### src/rtl/mio_bus_ctrl.sv
// ============================================================================
// mio_bus_ctrl : CPU memory/IO bus controller (data RAM, GPIO, timer/counter)
// Rev 1.0
// ============================================================================
`default_nettype none

module mio_bus_ctrl #(
  parameter int RAM_AW  = 10,
  parameter int RAM_LAT = 1
) (
  input  logic              clk,
  input  logic              reset,
  input  logic              CPU_MIO,
  input  logic              mem_w,
  input  logic [31:0]       Addr_in,
  input  logic [31:0]       Data_from_cpu,
  output logic [31:0]       Data_to_cpu,
  output logic              MIO_ready,
  output logic              ram_we,
  output logic [RAM_AW-1:0] ram_addr,
  output logic [31:0]       ram_din,
  input  logic [31:0]       ram_dout,
  input  logic [15:0]       sw_in,
  output logic [15:0]       led_out,
  output logic              INT
);

  typedef enum logic [1:0] {
    IDLE   = 2'd0,
    ACCESS = 2'd1,
    DONE   = 2'd2
  } state_t;

  localparam logic [29:0] c_gpio_wa = 30'h3800_0000;
  localparam logic [29:0] c_cnt_wa  = 30'h3C00_0000;
  localparam logic [29:0] c_cmp_wa  = 30'h3C00_0001;
  localparam logic [29:0] c_ctrl_wa = 30'h3C00_0002;
  localparam logic [3:0]  c_lat_last = 4'(RAM_LAT - 1);

  state_t      state_q, state_d;
  logic [3:0]  lat_q, lat_d;
  logic [29:0] addr_q;
  logic [31:0] wdata_q;
  logic        wr_q;
  logic [31:0] rdata_q, rdata_d;
  logic [15:0] led_q, led_d;
  logic [31:0] cnt_q, cnt_d;
  logic [31:0] cmp_q, cmp_d;
  logic        en_q, en_d;
  logic        flag_q, flag_d;
  logic [15:0] sw_meta_q, sw_sync_q;

  logic        w_ram_hit, w_sel_gpio, w_sel_cnt, w_sel_cmp, w_sel_ctrl;
  logic        w_last, w_pwr, w_match;
  logic [31:0] w_periph_rdata;
  logic        w_unused;

  // Byte-lane bits of the address carry no information on a word bus
  assign w_unused = &{1'b0, Addr_in[1:0]};

  assign w_ram_hit  = (addr_q[29:RAM_AW] == '0);
  assign w_sel_gpio = (addr_q == c_gpio_wa);
  assign w_sel_cnt  = (addr_q == c_cnt_wa);
  assign w_sel_cmp  = (addr_q == c_cmp_wa);
  assign w_sel_ctrl = (addr_q == c_ctrl_wa);

  assign w_last  = wr_q || !w_ram_hit || (lat_q == c_lat_last);
  assign w_pwr   = (state_q == ACCESS) && wr_q;
  assign w_match = en_q && (cnt_q == cmp_q);

  always_comb begin
    w_periph_rdata = 32'h0;
    if (w_sel_gpio)      w_periph_rdata = {16'h0, sw_sync_q};
    else if (w_sel_cnt)  w_periph_rdata = cnt_q;
    else if (w_sel_cmp)  w_periph_rdata = cmp_q;
    else if (w_sel_ctrl) w_periph_rdata = {30'h0, flag_q, en_q};
  end

  always_comb begin
    state_d   = state_q;
    lat_d     = lat_q;
    rdata_d   = rdata_q;
    ram_we    = 1'b0;
    MIO_ready = 1'b0;
    case (state_q)
      IDLE: begin
        lat_d = 4'd0;
        if (CPU_MIO) state_d = ACCESS;
      end
      ACCESS: begin
        ram_we = wr_q && w_ram_hit && (lat_q == 4'd0);
        if (w_last) begin
          state_d = DONE;
          if (!wr_q) rdata_d = w_ram_hit ? ram_dout : w_periph_rdata;
        end else begin
          lat_d = lat_q + 4'd1;
        end
      end
      DONE: begin
        MIO_ready = 1'b1;
        state_d   = IDLE;
      end
      default: state_d = IDLE;
    endcase
  end

  // Bus writes win over counting; a match on the pre-write value still flags
  always_comb begin
    led_d  = led_q;
    cmp_d  = cmp_q;
    en_d   = en_q;
    flag_d = flag_q;
    cnt_d  = cnt_q;
    if (en_q) cnt_d = w_match ? 32'h0 : cnt_q + 32'd1;
    if (w_pwr && w_sel_gpio) led_d = wdata_q[15:0];
    if (w_pwr && w_sel_cnt)  cnt_d = wdata_q;
    if (w_pwr && w_sel_cmp)  cmp_d = wdata_q;
    if (w_pwr && w_sel_ctrl) begin
      en_d = wdata_q[0];
      if (wdata_q[1]) flag_d = 1'b0;
    end
    if (w_match) flag_d = 1'b1;
  end

  always_ff @(posedge clk or posedge reset) begin
    if (reset) begin
      state_q   <= IDLE;
      lat_q     <= 4'd0;
      addr_q    <= 30'h0;
      wdata_q   <= 32'h0;
      wr_q      <= 1'b0;
      rdata_q   <= 32'h0;
      led_q     <= 16'h0;
      cnt_q     <= 32'h0;
      cmp_q     <= 32'hFFFF_FFFF;
      en_q      <= 1'b0;
      flag_q    <= 1'b0;
      sw_meta_q <= 16'h0;
      sw_sync_q <= 16'h0;
    end else begin
      state_q   <= state_d;
      lat_q     <= lat_d;
      rdata_q   <= rdata_d;
      led_q     <= led_d;
      cnt_q     <= cnt_d;
      cmp_q     <= cmp_d;
      en_q      <= en_d;
      flag_q    <= flag_d;
      sw_meta_q <= sw_in;
      sw_sync_q <= sw_meta_q;
      if (state_q == IDLE && CPU_MIO) begin
        addr_q  <= Addr_in[31:2];
        wdata_q <= Data_from_cpu;
        wr_q    <= mem_w;
      end
    end
  end

  assign Data_to_cpu = rdata_q;
  assign ram_addr    = addr_q[RAM_AW-1:0];
  assign ram_din     = wdata_q;
  assign led_out     = led_q;
  assign INT         = flag_q;

endmodule

`default_nettype wire

### config.mk
export PLATFORM = sky130hd
export DESIGN_NAME = mio_bus_ctrl
export DESIGN_NICKNAME = d
export VERILOG_FILES = /design/src/rtl/mio_bus_ctrl.sv
export SDC_FILE = /design/constraint.sdc
export NUM_CORES = 1
export LEC_CHECK = 0
export ABC_AREA = 1
export BUFFER_PORTS_ARGS = -buffer_cell sky130_fd_sc_hd__buf_2
export CAP_MARGIN = 5
export CORE_MARGIN = 4
export CORE_UTILIZATION = 47
export DETAILED_ROUTE_END_ITERATION = 16
export GPL_TIMING_DRIVEN = 0
export PLACE_DENSITY = 0.81
export SLEW_MARGIN = 20
export SYNTH_ARGS = -nofsm -noshare
export SYNTH_HDL_FRONTEND = slang
export SYNTH_SLANG_ARGS = --single-unit
export TNS_END_PERCENT = 20
### constraint.sdc
create_clock -name clk -period 10.11 [get_ports clk]
set_input_delay 1.5165 -clock clk [delete_from_list [all_inputs] [get_ports clk]]
set_output_delay 1.5165 -clock clk [all_outputs]
set_load 0.05 [all_outputs]
Word level (Yosys, flattened, before mapping)
Index checks and enable logic that the tools add are counted.
{"block": "word_totals", "ff_bits": 215, "in_bits": 116}
{"block": "classes", "add_sub_neg": 2, "n_eq_ne": 10, "n_mux": 18, "bitwise_logic": 1, "reduce_logical": 23}
{"operator": "$mux 32", "count": 7}
{"operator": "$eq 30x30->1 const B", "count": 4}
{"operator": "$add 32x1->32 const B", "count": 1}
{"operator": "$eq 32x32->1", "count": 1}
{"operator": "$logic_not 20->1", "count": 1}
{"operator": "$logic_and 1x1->1", "count": 9}
{"operator": "$pmux 4 s2", "count": 1}
{"operator": "$reduce_bool 2->1", "count": 4}
{"operator": "$mux 2", "count": 3}
{"operator": "$ne 2x2->1 const B", "count": 3}
{"operator": "$reduce_and 2->1", "count": 3}
{"operator": "$mux 1", "count": 5}
{"operator": "$add 4x1->4 const B", "count": 1}
{"operator": "$logic_not 4->1", "count": 1}
{"operator": "$mux 4", "count": 1}
{"operator": "$pmux 2 s2", "count": 1}
{"operator": "$reduce_and 3->1", "count": 1}
{"operator": "$eq 2x1->1 const B", "count": 1}
{"operator": "$eq 2x2->1 const B", "count": 1}
{"operator": "$logic_not 2->1", "count": 1}
{"operator": "$logic_or 1x1->1", "count": 2}
{"operator": "$logic_not 1->1", "count": 1}
{"operator": "$not 1->1", "count": 1}

Longest topological paths before layout
{"block": "logic_depth", "word_depth": 6, "depth_mapped": 12, "ltp_nobuf": 11}

Worst setup path before layout
OpenSTA, ideal clock, no wires.
{"block": "synth_path", "path_type": "reg-to-output", "from": "reg addr_q[17]", "to": "out ram_we", "arrival_ps": 2216, "t_required_ps": 8594, "path_slack_ps": 6378, "path_stages_with_launch": 4, "path_cell_list": "dfrtp_1 > nor2_1 > nand4_2 > nor4_1"}
{"block": "synth_between", "elab_chain_cells": 4}
{"element": "start, declared", "line": "42", "rtl": "logic [29:0] addr_q;"}
{"element": "start signal, assigned", "line": "152", "rtl": "addr_q <= Addr_in[31:2];"}
{"element": "$logic_not 20->1", "line": "61", "rtl": "assign w_ram_hit = (addr_q[29:RAM_AW] == '0);"}
{"element": "$logic_and 1x1->1 (2 in series)", "line": "91", "rtl": "ram_we = wr_q && w_ram_hit && (lat_q == 4'd0);"}
{"element": "$mux 1", "line": "85", "rtl": "case (state_q)"}
{"element": "end, declared", "line": "19", "rtl": "output logic ram_we,"}
No other way between the ends.

Worst setup path after layout
Ends and elaborated chain as after synthesis.

==> metrics.md <==
| Metric | Value |
|---|---|
| Post-synth top cells | nand2_1, dfrtp_1, inv_1 |
| DR DRC count | 0 |
| Number of setup violations in the final report | 0 |
| Slew @ Worst Pin | 794 ps |
| ANT cells | 0 |
| Routability cong. | 0.961 |
| Hold_ws | 345 ps |
| Drt pass-1 iters | 5 |
| Core area | 22600 µm² |
| Register bit total from synthesis | 215 |
| RSZ-0062 raised after global routing | false |
| Clk buf depth | 3 |
| Clock root cell | clkbuf_16 |
| Maxcap violations | 0 |
| # hold bufs at CTS | 0 |
| Pre-CTS setup slack | 6700 ps |
| GRT Residual Overflow | 0 |
| Dpl hpwl | 24.9 mm |
| Status | completed |
| Cell Pwr Density | 201 nW/µm² |
| Top cells by area, synth | dfrtp_1, nand2_1, dfstp_2 |
| CP startpoint kind | flop |
| Detail Route Antenna Nets | 0 |
| Mapped cell area | 10800 µm² |
| Post-synth top area share | 0.425 |
| VDD IR max | 0.166 mV |
| Clock transition at path regs | 60 ps |
| Syn avg cell area | 8.03 µm² |
| Final period utilization | 0.348 |
| Clock Latency Late Sink | 550 ps |
| Overall routing resource usage | 0.257 |
| Arr. time, crit path | 2010 ps |
| Core Rows | 55 |
| Postcts setup bufs | 0 |
| CP Capture Type | output port |
| Lkg Pwr | 6.61 nW |
| Fmax | 0.284 GHz |
| Post-synth cell types | 37 |
| Post-synth net total | 1462 |
| Count leader, synth | nand2_1 |
| Worst setup slack after layout | 6590 ps |
| Vias in the first global route | 10200 |
| Avg WL per Cell | 17.7 µm |
| Final slew viol count | 0 |
| Req. time, crit path | 8590 ps |
| # nets final | 1696 |
| CTS tree | built |
| IO Pins | 209 |
| Largest net degree at the start of global routing | 95 |
| Main flop type after synthesis | dfrtp_1 |
| Vias/cell | 5.38 |
| Die area | 25400 µm² |
| Antenna violations before repair | 3 |
| Slew headroom | 0.471 |
| Worst Setup Path Type | flop to output port |
| Wire length of the first global-routing pass | 53.3 mm |
| Synth area leader | dfrtp_1 |
| Starting density of the core | 0.477 |
| Post-synth EDFFs | 0 |
| Sequential area share after synthesis | 0.503 |
| # clock sinks | 215 |
| Fin Clk Skew | 21.2 ps |
| H-tree level count | 1 |
| YS warnings | 0 |
| Cells after synthesis | 1343 |
| Final Hold Viols | 0 |
| Worst min path class | flop to flop |
| Via Count | 10100 |
| DRT Wirelength | 33.3 mm |
| Crit path time final | 3520 ps |
| Total clock buffers created by CTS | 24 |
| Area Growth Syn to Fin | 21.7% |
| Resize count post-CTS | 0 |
| Die W | 159 µm |
| Share of cells above drive strength 1 | 0.241 |
| Die Y | 159 µm |
| Maximum fanout along the worst path | 3 |
| Setup tns final | 0 ps |
| Synth async-reset ratio | 1.00 |
| Initial drt markers | 776 |
| Port bufs | 206 |
critical path: stages, from the launching register on:
cell     delay [ps]
dfrtp_1         370
nor2_1          230
nand4_2         200
nor4_1          330
buf_2           330
report_power, final:
group / switching (mW) / internal [mW]
clock network: 0.372 / 0.597
registers: 0.0604 / 0.968
logic: 0.486 / 0.158
total: 0.919 / 1.72
path summary, 6_finish.rpt:
kind / endpoint / cells past startpoint / start / slack, ps
worst min-delay path: sw_sync_q[10] / 0 / sw_meta_q[10] / 350
worst min register to register: sw_sync_q[10] / 0 / sw_meta_q[10] / 350
min in group asynchronous: Data_to_cpu[20] / 2 / reset / 1020
worst max-delay path: ram_we / 4 / addr_q[17] / 6590
worst max register to register: ram_din[2] / 5 / state_q[0] / 7890
max in group asynchronous: cmp_q[13] / 4 / reset / 7930
flip-flops by register name, summed over array words and instances (netlist names), 4 cells and up:
name and cells:
sw_meta_q 16, cnt_q 32, sw_sync_q 16, Data_to_cpu 32, addr_q 30, led_out 16, cmp_q 32, lat_q 4
ram_din 32
cell type report:
type / count / area (µm²)
buffer: 68 / 362
tap: 285 / 357
fill: 2035 / 9450
multi-input combinational: 902 / 4400
clock buffer: 30 / 663
inverter: 158 / 601
clock inverter: 14 / 228
sequential: 215 / 5420
timing repair buffer: 208 / 1090
layout by cell type, fill, tap and decap left out, types with 4 or more instances in the layout:
master	Yosys	final
buf_6	4	4
nand3_1	56	56
clkbuf_1	27	29
clkbuf_16	0	24
nor2_2	9	9
inv_1	154	153
clkbuf_8	0	4
buf_1	4	4
xnor2_1	13	13
bufinv_16	0	5
nor2_1	147	147
clkinv_2	0	6
o21ai_2	7	7
nand4_1	57	57
a21oi_1	70	70
o22ai_1	28	28
mux2_2	29	29
dfstp_2	32	32
dfrtp_1	183	183
nand2_1	369	369
buf_2	16	222
nor2_4	4	4
o21ai_0	38	38
xor2_1	17	17
o21ai_1	38	38
buf_4	14	14
kinds of logic (layout without fill, tap and decap cells):
logic type	count (synthesis)	after routing	synth area share
buffers and inverters	226	478	0.0886
AO/OA/AOI/OAI	184	184	0.0922
adder cells (fa/ha/maj)	3	3	0.00348
XOR/XNOR	30	30	0.0244
AND/OR/NAND/NOR	656	656	0.258
flip-flops	215	215	0.503
multiplexers	29	29	0.0303
metrics by stage:
stage	util	power (mW)	instance area, µm²	instances
floorplan	-	1.50	10800	1343
global placement	0.539	1.67	12200	1834
detailed placement	0.542	1.69	12200	1836
CTS	0.581	2.65	13100	1880
global route	0.581	2.74	13100	1880
finish	0.581	2.64	13100	1880
routing by layer:
layer | vias up | share of wire | global-route usage
li1 | 4758 | - | -
met1 | 4817 | 0.40 | 0.331
met2 | 455 | 0.47 | 0.426
met3 | 86 | 0.090 | 0.0614
met4 | 6 | 0.039 | 0.0923
met5 | - | 0.0010 | 0
No activity file was read; power rests on OpenSTA's default activity.
